`src/rtl/j1_io_hub.sv`:
```
// I/O hub for the j1 core bus: GPIO ports with edge capture and toggle writes,
// a prescaled tick timer with overflow interrupt, and a UART RX FIFO.
module j1_io_hub #(
   parameter int NPORTS     = 3,
   parameter int W          = 16,
   parameter int RXDEPTH    = 8,
   parameter int PRESCALE_W = 8
) (
   input  logic                clk,
   input  logic                reset,
   input  logic                io_rd,
   input  logic                io_wr,
   input  logic [15:0]         io_addr,
   input  logic [W-1:0]        io_dout,
   output logic [W-1:0]        io_din,
   output logic                interrupt,
   input  logic [NPORTS*W-1:0] port_in,
   output logic [NPORTS*W-1:0] port_out,
   output logic [NPORTS*W-1:0] port_dir,
   output logic                uart0_wr,
   output logic [7:0]          uart_w,
   input  logic                uart0_busy,
   input  logic                uart0_valid,
   input  logic [7:0]          uart0_data,
   output logic                uart0_rd
);

   localparam int AW = $clog2(RXDEPTH);
   localparam int CW = AW + 1;

   logic [NPORTS-1:0][W-1:0] pin_v;
   logic [NPORTS-1:0][W-1:0] out_q, out_d;
   logic [NPORTS-1:0][W-1:0] dir_q, dir_d;
   logic [NPORTS-1:0][W-1:0] edge_q, edge_d;
   logic [NPORTS-1:0][W-1:0] prev_q, prev_d;

   logic [7:0]            fifo_mem [RXDEPTH];
   logic [AW-1:0]         wptr_q, wptr_d, rptr_q, rptr_d;
   logic [CW-1:0]         count_q, count_d;
   logic                  ack_q, ack_d;
   logic                  ovf_q, ovf_d;
   logic                  pending_q, pending_d;
   logic                  irq_q, irq_d;
   logic [W-1:0]          ticks_q, ticks_d;
   logic [PRESCALE_W-1:0] presc_q, presc_d;
   logic [PRESCALE_W-1:0] pcnt_q, pcnt_d;

   logic       full, empty, push, pop, stat_rd, ovf_set;
   logic       tick, ticks_wr, presc_wr, ovf_evt;
   logic [7:0] head;
   logic [W-1:0] port_rd [NPORTS];

   assign pin_v    = port_in;
   assign port_out = out_q;
   assign port_dir = dir_q;
   assign uart0_wr = io_wr & io_addr[12];
   assign uart_w   = io_dout[7:0];
   assign interrupt = irq_q;

   // GPIO: toggle beats plain write; a fresh edge beats the read-clear
   always_comb begin
      out_d  = out_q;
      dir_d  = dir_q;
      edge_d = edge_q;
      prev_d = pin_v;
      for (int k = 0; k < NPORTS; k++) begin
         if (io_wr && io_addr[4*k+3])
            out_d[k] = out_q[k] ^ io_dout;
         else if (io_wr && io_addr[4*k+1])
            out_d[k] = io_dout;
         if (io_wr && io_addr[4*k+2])
            dir_d[k] = io_dout;
         if (io_rd && io_addr[4*k+3])
            edge_d[k] = '0;
         edge_d[k] = edge_d[k] | (pin_v[k] & ~prev_q[k]);
      end
   end

   for (genvar gi = 0; gi < NPORTS; gi++) begin : g_port
      assign port_rd[gi] = ({W{io_addr[4*gi]}}   & pin_v[gi])
                         | ({W{io_addr[4*gi+1]}} & out_q[gi])
                         | ({W{io_addr[4*gi+2]}} & dir_q[gi])
                         | ({W{io_addr[4*gi+3]}} & edge_q[gi]);
   end

   assign full  = (count_q == CW'(RXDEPTH));
   assign empty = (count_q == '0);
   assign head  = empty ? 8'h00 : fifo_mem[rptr_q];
   // ack_q masks the valid the UART still shows in the cycle after an ack
   assign uart0_rd = uart0_valid & ~full & ~ack_q & ~reset;
   assign push     = uart0_rd;
   assign pop      = io_rd & io_addr[12] & ~empty;
   assign stat_rd  = io_rd & io_addr[13];
   assign ovf_set  = uart0_valid & full & ~ack_q;

   assign tick     = (pcnt_q == presc_q);
   assign ticks_wr = io_wr & io_addr[14];
   assign presc_wr = io_wr & io_addr[15];
   assign ovf_evt  = tick & (&ticks_q) & ~ticks_wr;

   always_comb begin
      wptr_d    = push ? wptr_q + AW'(1) : wptr_q;
      rptr_d    = pop ? rptr_q + AW'(1) : rptr_q;
      count_d   = count_q + CW'(push) - CW'(pop);
      ack_d     = push;
      ovf_d     = ovf_set | (ovf_q & ~stat_rd);
      pending_d = ovf_evt | (pending_q & ~stat_rd);
      irq_d     = ovf_evt;
      presc_d   = presc_wr ? io_dout[PRESCALE_W-1:0] : presc_q;
      pcnt_d    = (ticks_wr || tick) ? '0 : pcnt_q + PRESCALE_W'(1);
      if (ticks_wr)
         ticks_d = io_dout;
      else if (tick)
         ticks_d = ticks_q + W'(1);
      else
         ticks_d = ticks_q;
   end

   always_comb begin
      io_din = '0;
      for (int k = 0; k < NPORTS; k++)
         io_din = io_din | port_rd[k];
      if (io_addr[12]) io_din = io_din | W'(head);
      if (io_addr[13]) io_din = io_din | W'({ovf_q, pending_q, ~empty, ~uart0_busy});
      if (io_addr[14]) io_din = io_din | ticks_q;
      if (io_addr[15]) io_din = io_din | W'(presc_q);
   end

   always_ff @(posedge clk) begin
      if (push && !reset)
         fifo_mem[wptr_q] <= uart0_data;
   end

   always_ff @(posedge clk) begin
      if (reset) begin
         out_q     <= '0;
         dir_q     <= '0;
         edge_q    <= '0;
         prev_q    <= pin_v;
         wptr_q    <= '0;
         rptr_q    <= '0;
         count_q   <= '0;
         ack_q     <= 1'b0;
         ovf_q     <= 1'b0;
         pending_q <= 1'b0;
         irq_q     <= 1'b0;
         ticks_q   <= '0;
         presc_q   <= '0;
         pcnt_q    <= '0;
      end else begin
         out_q     <= out_d;
         dir_q     <= dir_d;
         edge_q    <= edge_d;
         prev_q    <= prev_d;
         wptr_q    <= wptr_d;
         rptr_q    <= rptr_d;
         count_q   <= count_d;
         ack_q     <= ack_d;
         ovf_q     <= ovf_d;
         pending_q <= pending_d;
         irq_q     <= irq_d;
         ticks_q   <= ticks_d;
         presc_q   <= presc_d;
         pcnt_q    <= pcnt_d;
      end
   end

endmodule

```
`config.mk`:
```
export PLATFORM = sky130hd
export DESIGN_NAME = j1_io_hub
export DESIGN_NICKNAME = d
export VERILOG_FILES = /design/src/rtl/j1_io_hub.sv
export SDC_FILE = /design/constraint.sdc
export NUM_CORES = 1
export LEC_CHECK = 0
export ABC_AREA = 1
export BUFFER_PORTS_ARGS = -buffer_cell sky130_fd_sc_hd__buf_2
export CAP_MARGIN = 10
export CELL_PAD_IN_SITES_DETAIL_PLACEMENT = 1
export CELL_PAD_IN_SITES_GLOBAL_PLACEMENT = 2
export CORE_MARGIN = 5
export CORE_UTILIZATION = 34
export DETAILED_ROUTE_END_ITERATION = 7
export PLACE_DENSITY = 0.9
export RECOVER_POWER = 50
export SYNTH_ARGS = -nofsm -noshare
export SYNTH_HDL_FRONTEND = slang
export SYNTH_SLANG_ARGS = --single-unit
```
`constraint.sdc`:
```
create_clock -name clk -period 4.2 [get_ports clk]
set_input_delay 0.42 -clock clk [delete_from_list [all_inputs] [get_ports clk]]
set_output_delay 0.42 -clock clk [all_outputs]
set_load 0.05 [all_outputs]
```
Yosys cells after proc, flatten, opt, wreduce, memory -nomap -nowiden
Memories as Yosys holds them, arrays and structs flattened. A register that Yosys moved wholly into a read port is not among the register bits.
Cells that the tools add are included.
{"block": "word_totals", "out_inout_bits": 123, "romBits": 0, "reg_bits": 238, "memories": 1, "wordCells": 136, "mem_bits_rw": 64, "latchBits": 0}
{"memory": "fifo_mem", "depth": 8, "width": 8, "read_ports": 1, "rd_ports_with_merged_regs": 1, "write_ports": 1, "line_no": "37", "source": "logic [7:0] fifo_mem [RXDEPTH];"}
{"block": "op_classes", "n_lt_le_gt_ge": 0, "n_bitwise": 63, "multipliers": 0, "div": 0, "reduce_logical": 22, "mux": 20, "shifts": 0, "eq_ne": 2, "addsub": 6}
{"op": "16-bit AND", "n": 15}
{"op": "16-bit two-way mux", "n": 15}
{"op": "16-bit OR", "n": 15}
{"op": "16-bit inverter", "n": 3}
{"op": "16-bit XOR", "n": 3}
{"op": "16-bit by 8-bit OR with 16-bit output", "n": 2}
{"op": "16-bit by 1-bit adder with 16-bit output (second input constant)", "n": 1}
{"op": "16-bit by 4-bit OR with 16-bit output", "n": 1}
{"op": "16-bit AND reduction", "n": 1}
{"op": "1-bit AND", "n": 15}
{"op": "1-bit logical AND", "n": 13}
{"op": "8-bit by 1-bit adder with 8-bit output (second input constant)", "n": 1}
{"op": "8-bit equality test", "n": 1}
{"op": "8-bit two-way mux", "n": 1}
{"op": "2-bit nonzero test", "n": 4}
{"op": "1-bit inverter", "n": 7}
{"op": "3-bit by 1-bit adder with 3-bit output (second input constant)", "n": 2}
{"op": "3-bit two-way mux", "n": 2}
{"op": "4-bit by 1-bit adder with 4-bit output", "n": 1}
{"op": "4-bit equality test (second input constant)", "n": 1}
{"op": "4-bit zero test", "n": 1}
{"op": "4-bit by 1-bit subtractor with 4-bit output", "n": 1}
{"op": "1-bit two-way mux", "n": 2}
{"op": "1-bit OR", "n": 2}
{"op": "3 further kinds", "n": 3}

Depth between registers and ports, before layout
Gate-level depths: netlist of the first run.
{"block": "logic_depth", "ltp_word": 14, "mapped_depth": 15, "depth_no_buf": 14}

Least setup slack after synthesis of the first run
Ideal clock, no wire load.
{"block": "synth_timing", "path_type": "register to register", "from": "reg count_q[2]", "to": "mem fifo_mem[0][0], enable pin", "setup_ps": 370, "synth_period_minus_slack_ps": 2421, "path_slack_ps": 1779, "path_stages_with_launch": 9, "arrival_ps": 2050, "path_cell_list": "dfxtp_1 > inv_1 > ha_1 > nor3b_1 > nor3_1 > nand2_1 > inv_1 > nand2_1 > nor2_1"}
{"block": "synth_via", "elab_chain_len": 8}
{"element": "from (decl)", "line_no": "39", "source": "logic [CW-1:0] count_q, count_d;"}
{"element": "from (signal assigned)", "line_no": "157", "source": "count_q <= count_d;"}
{"element": "4-bit equality test", "line_no": "86", "source": "assign full = (count_q == CW'(RXDEPTH));"}
{"element": "1-bit inverter", "line_no": "90", "source": "assign uart0_rd = uart0_valid & ~full & ~ack_q & ~reset;"}
{"element": "1-bit AND (3 in a row)", "line_no": "90"}
{"element": "net uart0_rd", "line_no": "25", "source": "output logic uart0_rd"}
{"element": "1-bit logical AND", "line_no": "130", "source": "if (push && !reset)"}
{"element": "1-bit two-way mux", "line_no": "130"}
{"element": "1-bit two-way mux (not written as such)", "line_no": "131", "source": "fifo_mem[wptr_q] <= uart0_data;"}
{"element": "to (decl)", "line_no": "37"}
The timed path passes the listed nets, and every way through them passes these cells.

Worst setup path in the final report of the first run
{"block": "layout_timing", "from": "in io_wr", "to": "reg out_q, in the netlist port_out[34]"}
{"block": "layout_via", "elab_chain_len": 2, "word_cells_on_any_way": 4, "cone_classes": "mux: 1; reduce/logical: 3"}
{"element": "from (decl)", "line_no": "12", "source": "input logic io_wr,"}
{"element": "1-bit logical AND, on equally long branches", "line_no": "67, 69"}
{"element": "16-bit two-way mux or 2-bit nonzero test (tied branches)"}
{"element": "to (signal assigned)", "line_no": "151", "source": "out_q <= out_d;"}
{"element": "to (decl)", "line_no": "32", "source": "logic [NPORTS-1:0][W-1:0] out_q, out_d;"}
Parallel ways exist; a longest one is shown, timed or not.
A chain may end at the register's enable or synchronous reset.

==> results.txt, run 1 <==
largest net degree at the start of global routing = 69
Clock Skews = 0.0251 ns
Synth async-reset ratio = 0%
HP Class = input port to flip-flop
Longest Clk Path Bufs = 3
Max Clock Freq = 287 MHz
Post-synth EDFFs = 64
Die Area = 42900 µm²
switching power = 0.00255 W
internal power = 0.00538 W
routability cong. = 0.930
CORE AREA = 38600 µm²
minimum clock period = 3.48 ns
TritonCTS Buffers = 35
Cell Count, Final, Fillers Out = 2357
clock group share of total power = 39.1%
critical path class = input port to flip-flop
initial core utilization = 34.2%
area of the multi-input gates = 5290 µm²
number of synthesized register bits = 305
pwr dens = 505 nW/µm²
Syn Inst Count = 1630
hold path start = port_in[27]
sequential power share = 42.1%
Reg area = 6750 µm²
RSZ-0062 raised after global routing = no
worst hold endpoint = prev_q[27]
Vias per Instance = 5.41
TritonCTS clock tree = yes
total gr overflow = 0
crit end category = flip-flop
TNS Setup = 0 ns
DR pass1 iterations = 5
die extent in x = 207 µm
Die Y = 207 µm
Post-Syn Area = 13200 µm²
CTS Sinks = 305
final setup vio count = 0
port bufs = 216
Yosys cell types = 39
startpoint types = input port
Net count, final = 1917
number of global-route vias before repair = 12660
Post-Layout Inst Area = 15700 µm²
CP required = 4.61 ns
final-layout fill cell count = 4798
drt wl/cell = 22.9 µm
worst slew pin tran = 2.42 ns
Hold Path Depth = 1
part of the cycle the worst path needs = 83.0%
DRT iter0 DRCs = 1054
Global Route Usage Sum = 23.7%
Placement Cell Area = 14600 µm²
hpwl dp = 39.5 mm
max_cap viols = 3
most frequent cell after synthesis = nand2_1
H-Tree Depth = 2
WL final = 53.9 mm
Rows = 72
Reg-to-Reg End = count_q[2]
Synth area leader = dfxtp_1
clock-pin slew on the worst setup and hold paths = 0.06 ns
Mapped Nets = 1735
root buffer cell = clkbuf_16
Synth warnings = 0
arrival time at the worst endpoint = 3.90 ns
# IOs = 217
initial antenna violation count = 3
worst skew pair latency = 0.54 ns
FF-to-FF Start = count_q[2]
Slew Limit Fails = 39
sequential share of the synthesized area = 51.1%
Hold Violations, Final = 0
Vias = 12748
area fraction of the dominant cell type after synthesis = 36.6%
combinational fraction of design power = 18.9%
outcome = complete, but fails checks
first-pass GRT wire length = 79.5 mm
placed insts = 2283
Layout area overhead = 19.0%
Detail Route Antenna Nets = 0
failing checks = max-capacitance violations, max-slew violations
Rel. slew slack = -62.6%
top cells by area, synth = dfxtp_1, edfxtp_1, nand2_1
R2R depth = 13
Main synth FF type = dfxtp_1
CP max FO = 21
reg2reg setup slack = 1.33 ns
share of layout cells above drive strength 1 = 11.3%
maximum VDD drop = 317 µV
Switching Fraction = 32.2%
Post-synth top cells = nand2_1, dfxtp_1, inv_1
mean area per synthesized cell = 8.10 µm²
LEAKAGE = 6.36 nW
DRC viols = 0
## stage by stage
step	total power, W	utilization [%]	worst slack, ns	hold slack (ns)
after CTS	0.00797	41.2	0.858	0.00112
after global placement	0.00483	37.8	1.47	0.447
after floorplan	0.00436	-	1.78	0.433
after global routing	0.00823	40.7	0.741	0.00780
final	0.00793	40.7	0.715	0.0194
after detailed placement	0.00488	37.8	1.38	0.455
## how the worst max path moves through the flow
| stage | start | endpoint | slack, ns | cells after the start |
|---|---|---|---|---|
| 3_5_place_dp | count_q[2] | count_q[2] | 1.38 | 13 |
| 6_report | io_wr | port_out[34] | 0.72 | 5 |
| 2_1_floorplan | count_q[2] | fifo_mem[0][0] | 1.78 | 8 |
| 4_1_cts | flip-flop | io_din[4] | 0.86 | 7 |
| 5_1_grt | flip-flop | io_din[4] | 0.74 | 7 |
| 3_3_place_gp | count_q[2] | count_q[2] | 1.47 | 13 |
## routing by layer
metal	up-vias	global-route usage, %	wire length, µm
met3	115	5.49	4530
met2	544	37.1	24000
met5	-	0	14
li1	5868	-	-
met4	4	8.09	1980
met1	6217	32.5	23500
## sequential cells by signal, indices dropped and copies added (netlist names), named ones only
signal and count:
wptr_q 3, rptr_q 3, ticks_q 16, fifo_mem 64, count_q 4, ack_q 1
prev_q 48, port_out 48, edge_q 48, interrupt 1, presc_q 8, ovf_q 1
pending_q 1, port_dir 48, pcnt_q 8
## placed cells by master, fill, tap and decap left out, drive strengths merged
cell,Yosys,routed
diode,0,1
ha,10,10
nand3b,3,3
edfxtp,64,64
nand3,45,45
nand2,304,304
o2111ai,7,7
a22o,4,4
xor2,11,11
clkinv,1,9
or2,33,33
o22ai,78,78
and3,33,33
buf,49,106
a21oi,131,131
dfxtp,241,241
o21ai,129,129
o211ai,18,18
clkinvlp,0,3
nor3b,3,3
fa,1,1
nor4,16,16
and2,1,1
nand4,40,40
dlygate4sd3,0,10
xnor2,4,4
clkbuf,44,172
inv,193,194
and3b,1,1
bufinv,0,1
nor2,132,132
a221oi,20,20
nor3,10,10
a211oi,4,4
## cell families after synthesis
logic type      after synthesis  share of synthesized area (%)
compound gates              391                           16.9
xor+xnor                     15                          0.995
fa+ha+maj                    11                           1.10
buf+inv                     287                           8.83
flops                       305                           51.1
simple gates                621                           21.1
## layout make-up
type,instances,area share (%)
diodes,1,0.0159
clock buffers,50,6.64
clock inverters,13,0.860
inverters,194,4.64
multi-input cells,1038,33.6
flip-flops and latches,305,43.0
well taps,518,4.13
repair buffers,238,7.12
## power by group through the flow
| stage | clock network (W) | registers (W) | logic, W |
|---|---|---|---|
| after floorplan | 0 | 0.00354 | 0.000817 |
| after global placement | 0 | 0.00338 | 0.00144 |
| after detailed placement | 0 | 0.00339 | 0.00149 |
| after CTS | 0.00313 | 0.00333 | 0.00151 |
| after global routing | 0.00327 | 0.00335 | 0.00161 |
| final | 0.00310 | 0.00334 | 0.00150 |
## worst max-delay path, stage by stage
cell	delay, ns
clkbuf_1	0.91
inv_2	0.20
nor3_1	1.91
o22ai_1	0.17
and3_1	0.26
## what timing repair did
item                                   4_1_cts  5_1_grt
hold buffers                                10        0
setup buffers                                0        0
endpoints found under the hold margin       10        0
gates resized for setup                      0        0
Power figures use the tool's default switching activity.
==> run 2, diff against run 1 <==
--- a/config.mk
+++ b/config.mk
@@ -11,9 +11,9 @@
 export CELL_PAD_IN_SITES_DETAIL_PLACEMENT = 1
 export CELL_PAD_IN_SITES_GLOBAL_PLACEMENT = 2
 export CORE_MARGIN = 5
-export CORE_UTILIZATION = 34
+export CORE_UTILIZATION = 30
 export DETAILED_ROUTE_END_ITERATION = 7
-export PLACE_DENSITY = 0.9
+export PLACE_DENSITY = 0.85
 export RECOVER_POWER = 50
 export SYNTH_ARGS = -nofsm -noshare
 export SYNTH_HDL_FRONTEND = slang
==> constraint.sdc (replaced) <==
create_clock -name clk -period 3.2 [get_ports clk]
set_input_delay 0.32 -clock clk [delete_from_list [all_inputs] [get_ports clk]]
set_output_delay 0.32 -clock clk [all_outputs]
set_load 0.05 [all_outputs]
==> results.txt, run 2 (synthesized netlist as in run 1, its figures left out) <==
outcome = complete, but fails checks (unchanged)
failing checks = max-capacitance violations, max-slew violations (unchanged)
Rel. slew slack = -9.52% (was -62.6%)
total gr overflow = 0 (unchanged)
number of global-route vias before repair = 12781 (was 12660)
CTS Hold Bufs = 48 (was 10)
worst slew pin tran = 1.64 ns (was 2.42 ns)
# IOs = 217 (unchanged)
FF-to-FF Start = count_q[2] (unchanged)
Reg-to-Reg End = count_q[2] (unchanged)
LEAKAGE = 6.80 nW (was 6.36 nW)
worst path cell trace = clkbuf_1, inv_1, nor3_4, clkbuf_1, o22ai_1, nand2_1, nor2_1 (was clkbuf_1, inv_2, nor3_1, o22ai_1, and3_1)
internal power = 0.00730 W (was 0.00538 W)
part of the cycle the worst path needs = 92.0%
clock-pin slew on the worst setup and hold paths = 0.06 ns (about the same)
Largest Register = fifo_mem (unchanged)
initial core utilization = 30.5% (was 34.2%)
sequential power share = 41.1% (was 42.1%)
Setup WS post-layout = 0.256 ns (was 0.715 ns)
commonest non-fill, non-tap cells in the layout = nand2_1, dfxtp_1, inv_1 (unchanged)
initial antenna violation count = 5 (was 3)
TritonCTS clock tree = yes (unchanged)
TritonCTS Buffers = 35 (unchanged)
crit-path leading delay family = buffers and inverters (was simple AND/OR/NAND/NOR gates)
hold path start = io_dout[8] (was port_in[27])
Layout area overhead = 24.3% (was 19.0%)
DRC viols = 0 (unchanged)
first-pass GRT wire length = 81.0 mm (was 79.5 mm)
placed insts = 2367 (was 2283)
Global Route Usage Sum = 22.1% (was 23.7%)
Max Clock Freq = 340 MHz
Die Area = 48300 µm² (was 42900 µm²)
port bufs = 216 (unchanged)
CORE AREA = 43300 µm² (was 38600 µm²)
share of layout cells above drive strength 1 = 13.9% (was 11.3%)
setup bufs post-CTS = 0 (unchanged)
clock group share of total power = 39.7% (was 39.1%)
root buffer cell = clkbuf_16 (unchanged)
Post-Layout Inst Area = 16400 µm² (was 15700 µm²)
Longest Clk Path Bufs = 3 (unchanged)
largest net degree at the start of global routing = 119 (was 69)
Vias per Instance = 5.21 (was 5.41)
Buffers & Inverters on Critical Path = 3 (was 2)
worst skew pair latency = 0.54 ns (about the same)
arrival time at the worst endpoint = 3.35 ns (was 3.90 ns)
post_cts resized = 0 (unchanged)
crit end category = flip-flop (unchanged)
Die Y = 220 µm (was 207 µm)
Clock Skews = 0.0332 ns (was 0.0251 ns)
combinational fraction of design power = 19.2% (was 18.9%)
CP required = 3.61 ns (was 4.61 ns)
most common cell after layout, fill and taps aside = nand2_1 (unchanged)
dpl ws = 0.613 ns (was 1.38 ns)
critical path class = input port to flip-flop (unchanged)
Power Total = 0.0106 W (was 0.00793 W)
DRT iter0 DRCs = 1175 (was 1054)
pwr dens = 649 nW/µm² (was 505 nW/µm²)
H-Tree Depth = 2 (unchanged)
R2R depth = 14 (was 13)
Cell Count, Final, Fillers Out = 2482 (was 2357)
WL final = 55.5 mm (was 53.9 mm)
slowest stage cell, crit path = clkbuf_1 (was nor3_1)
minimum clock period = 2.94 ns
startpoint types = input port (unchanged)
max_cap viols = 2 (was 3)
RSZ-0062 raised after global routing = no (unchanged)
HP Class = input port to flip-flop (unchanged)
CTS Sinks = 305 (unchanged)
hpwl dp = 40.2 mm (was 39.5 mm)
DR pass1 iterations = 5 (unchanged)
drt wl/cell = 22.3 µm (was 22.9 µm)
Rows = 76 (was 72)
die extent in x = 220 µm (was 207 µm)
Switching Fraction = 31.4% (was 32.2%)
CP max FO = 32 (was 21)
largest stage delay on the critical path = 1.21 ns (was 1.91 ns)
Placement Cell Area = 14800 µm² (was 14600 µm²)
switching power = 0.00334 W (was 0.00255 W)
routability cong. = 0.892 (was 0.930)
reg2reg setup slack = 0.65 ns (was 1.33 ns)
Hold Path Depth = 3 (was 1)
TNS Setup = 0 ns (unchanged)
Largest register FFs = 64 (unchanged)
Vias = 12926 (was 12748)
Hold Violations, Final = 0 (unchanged)
cell mode on critical path = clkbuf_1
Net count, final = 1972 (was 1917)
worst hold endpoint = ticks_q[8] (was prev_q[27])
final setup vio count = 0 (unchanged)
Slew Limit Fails = 66 (was 39)
maximum VDD drop = 305 µV (was 317 µV)
Detail Route Antenna Nets = 0 (unchanged)
[run 2: power by group through the flow]
stage | Clock [W] | Sequential (W) | Combinational, W
finish | 0.00423 | 0.00437 | 0.00204
global route | 0.00446 | 0.00439 | 0.00222
CTS | 0.00429 | 0.00436 | 0.00206
detailed placement | 0 | 0.00444 | 0.00200
global placement | 0 | 0.00443 | 0.00194
floorplan | 0 | 0.00464 | 0.00107
[run 2: worst register-to-register path: cells and delay by family, from the launching register on]
family                     cells  cell delay (ns)
adders and majority gates      4             0.99
buffers and inverters          5             0.51
xor gates and xnor gates       1             0.15
and+or+nand+nor                4             0.44
DFF                            1             0.31
[run 2: worst max-delay path by stage]
| stage | from | to | cells past startpoint |
|---|---|---|---|
| detailed placement | count_q[2] | count_q[2] | 14 |
| CTS | flip-flop | io_din[3] | 5 |
| finish | io_wr | port_out[8] | 7 |
| global placement | io_addr[8] | io_din[7] | 8 |
| global route | io_wr | port_out[8] | 7 |
| floorplan | count_q[2] | fifo_mem[0][0] | 8 |
[run 2: layout make-up]
cell class / count / area [µm²]
fillers: 5276 / 26900
flip-flops and latches: 305 / 6750
multi-input cells: 1038 / 5290
repair buffers: 293 / 1670
clock buffers: 54 / 1110
well taps: 585 / 732
inverters: 194 / 728
clock inverters: 10 / 116
diodes: 3 / 7.51
[run 2: per-stage QoR]
stage	hold slack [ns]	utilization (%)
3_3_place_gp	0.438	34.2
2_1_floorplan	0.348	-
6_report	0.124	37.9
3_5_place_dp	0.438	34.2
4_1_cts	0.0322	38.2
5_1_grt	0.131	37.9
[run 2: layer usage]
metal	vias up	track usage (%)	part of all wire (%)
met3	88	5.28	7.6
met5	-	0	0.058
li1	5987	-	-
met2	438	34.2	43
met1	6409	30.7	45
met4	4	7.16	3.4
==> run 3, diff against run 2 <==
==> constraint.sdc (replaced) <==
create_clock -name clk -period 3.2 [get_ports clk]
set_input_delay 0.32 -clock clk [delete_from_list [all_inputs] [get_ports clk]]
set_output_delay 0.32 -clock clk [all_outputs]
set_load 0.1 [all_outputs]
==> results.txt, run 3 (synthesized netlist as in run 1, its figures left out) <==
hold path start = io_dout[15] (was io_dout[8])
critical path class = flip-flop to output pin (was input port to flip-flop)
Rows = 76 (unchanged)
Longest Clk Path Bufs = 3 (unchanged)
Slew Limit Fails = 86 (was 66)
drt wl/cell = 22.3 µm (about the same)
DRC viols = 0 (unchanged)
dpl ws = 0.642 ns (was 0.613 ns)
most common cell after layout, fill and taps aside = nand2_1 (unchanged)
Vias = 12910 (was 12926)
Placement Cell Area = 14800 µm² (about the same)
startpoint types = flip-flop (was input port)
clock-pin slew on the worst setup and hold paths = 0.06 ns (about the same)
H-Tree Depth = 2 (unchanged)
Vias per Instance = 5.21 (about the same)
reg2reg setup slack = 0.65 ns (about the same)
Clock Skews = 0.0255 ns (was 0.0332 ns)
Hold Violations, Final = 0 (unchanged)
port bufs = 216 (unchanged)
maximum VDD drop = 344 µV (was 305 µV)
die extent in x = 220 µm (unchanged)
CORE AREA = 43300 µm² (unchanged)
crit end category = output pin (was flip-flop)
largest stage delay on the critical path = 0.58 ns (was 1.21 ns)
failing checks = max-capacitance violations, max-slew violations (unchanged)
CP max FO = 25 (was 32)
routability cong. = 0.904 (was 0.892)
hpwl dp = 40.5 mm (was 40.2 mm)
TritonCTS clock tree = yes (unchanged)
commonest non-fill, non-tap cells in the layout = nand2_1, dfxtp_1, inv_1 (unchanged)
HP Class = input port to flip-flop (unchanged)
outcome = complete, but fails checks (unchanged)
Largest Register = fifo_mem (unchanged)
Buffers & Inverters on Critical Path = 2 (was 3)
Die Area = 48300 µm² (unchanged)
max_cap viols = 3 (was 2)
# IOs = 217 (unchanged)
DR pass1 iterations = 5 (unchanged)
total gr overflow = 0 (unchanged)
TNS Setup = 0 ns (unchanged)
DRT iter0 DRCs = 1246 (was 1175)
part of the cycle the worst path needs = 91.1% (was 92.0%)
share of layout cells above drive strength 1 = 14.3% (was 13.9%)
Detail Route Antenna Nets = 0 (unchanged)
Largest register FFs = 64 (unchanged)
final-layout fill cell count = 5279 (was 5276)
first-pass GRT wire length = 81.6 mm (was 81.0 mm)
Post-Layout Inst Area = 16300 µm² (was 16400 µm²)
cell mode on critical path = o211ai_1 (was clkbuf_1)
Inserted Diodes = 0 (was 3)
worst skew pair latency = 0.54 ns (about the same)
worst path cell trace = inv_1, o21ai_0, o211ai_1, o211ai_1, nand3b_1, buf_2 (was clkbuf_1, inv_1, nor3_4, clkbuf_1, o22ai_1, nand2_1, nor2_1)
LEAKAGE = 6.78 nW (was 6.80 nW)
Setup WS post-layout = 0.285 ns (was 0.256 ns)
slowest stage cell, crit path = inv_1 (was clkbuf_1)
initial core utilization = 30.5% (unchanged)
Max Clock Freq = 343 MHz (was 340 MHz)
arrival time at the worst endpoint = 2.59 ns (was 3.35 ns)
RSZ-0062 raised after global routing = no (unchanged)
Die Y = 220 µm (unchanged)
Global Route Usage Sum = 22.3% (was 22.1%)
FF-to-FF Start = count_q[2] (unchanged)
WL final = 55.3 mm (was 55.5 mm)
CTS Sinks = 305 (unchanged)
largest net degree at the start of global routing = 119 (unchanged)
crit-path leading delay family = buffers and inverters (unchanged)
minimum clock period = 2.91 ns (was 2.94 ns)
root buffer cell = clkbuf_16 (unchanged)
pwr dens = 657 nW/µm² (was 649 nW/µm²)
worst slew pin tran = 1.67 ns (was 1.64 ns)
number of global-route vias before repair = 12890 (was 12781)
initial antenna violation count = 2 (was 5)
TritonCTS Buffers = 34 (was 35)
CP required = 2.88 ns (was 3.61 ns)
Rel. slew slack = -11.5% (was -9.52%)
Layout area overhead = 23.3% (was 24.3%)
final setup vio count = 0 (unchanged)
Net count, final = 1973 (was 1972)
==> run 3: cell types whose count changed in the layout (fill, tap and decap cells not counted) <==
cell	change
clkbuf_16	-2
clkbuf_1	-6
clkinv_2	+3
nor3_2	+1
clkinv_1	-1
clkinv_4	-1
buf_2	+12
nor3_1	-1
buf_4	+3
clkinvlp_4	+2
inv_6	+1
diode_2	-3
clkbuf_8	-12
==> run 3: layer usage <==
| metal | global-route usage, % | share of wire, % |
|---|---|---|
| met1 | 30.8 | 44 |
| met2 | 35.0 | 45 |
| met3 | 5.04 | 8.7 |
| met4 | 6.12 | 2.7 |
| met5 | 0 | 0.024 |
==> run 3: path summary, 6_finish.rpt <==
path                               endpoint  cells after the start
worst max-delay path              io_din[6]                      6
worst min register to register   edge_q[37]                      3
worst max register to register   count_q[2]                     14
worst min-delay path            ticks_q[15]                      3
==> run 3: area by class of cell <==
class / count / area, µm² / area share (%)
Clock buffer: 47 / 920 / 5.65
Clock inverter: 14 / 143 / 0.877
Inverter: 194 / 728 / 4.48
Multi-Input combinational cell: 1038 / 5290 / 32.5
Sequential cell: 305 / 6750 / 41.5
Tap cell: 585 / 732 / 4.50
Timing Repair Buffer: 295 / 1710 / 10.5
==> run 3: what timing repair did <==
item                      in CTS  in global routing
setup buffers                  0                  0
hold buffers                  48                  0
hold endpoints to repair      48                  0
gates resized for setup        0                  0
==> run 3: tightest hold or removal path: cells and delay by family <==
| family | cells | cell delay, ns |
|---|---|---|
| AND/OR/NAND/NOR | 2 | 0.17 |
| buffers and inverters | 1 | 0.13 |
==> run 3: report_power, final <==
group	switching [W]	leakage, nW	internal, W	total, W
clock network	0.00164	0.516	0.00219	0.00384
logic	0.00192	3.69	0.000582	0.00250
registers	0.000185	2.57	0.00417	0.00435
total	0.00375	6.78	0.00694	0.0107
==> run 3: metrics by stage <==
stage	util [%]	power, W	hold slack [ns]	std cells
after CTS	37.8	0.0108	0.0251	2478
after global placement	34.3	0.00681	0.439	2369
after floorplan	-	0.00615	0.348	1630
after global routing	37.6	0.0111	0.119	2478
after detailed placement	34.3	0.00689	0.440	2369
final	37.6	0.0107	0.114	2478
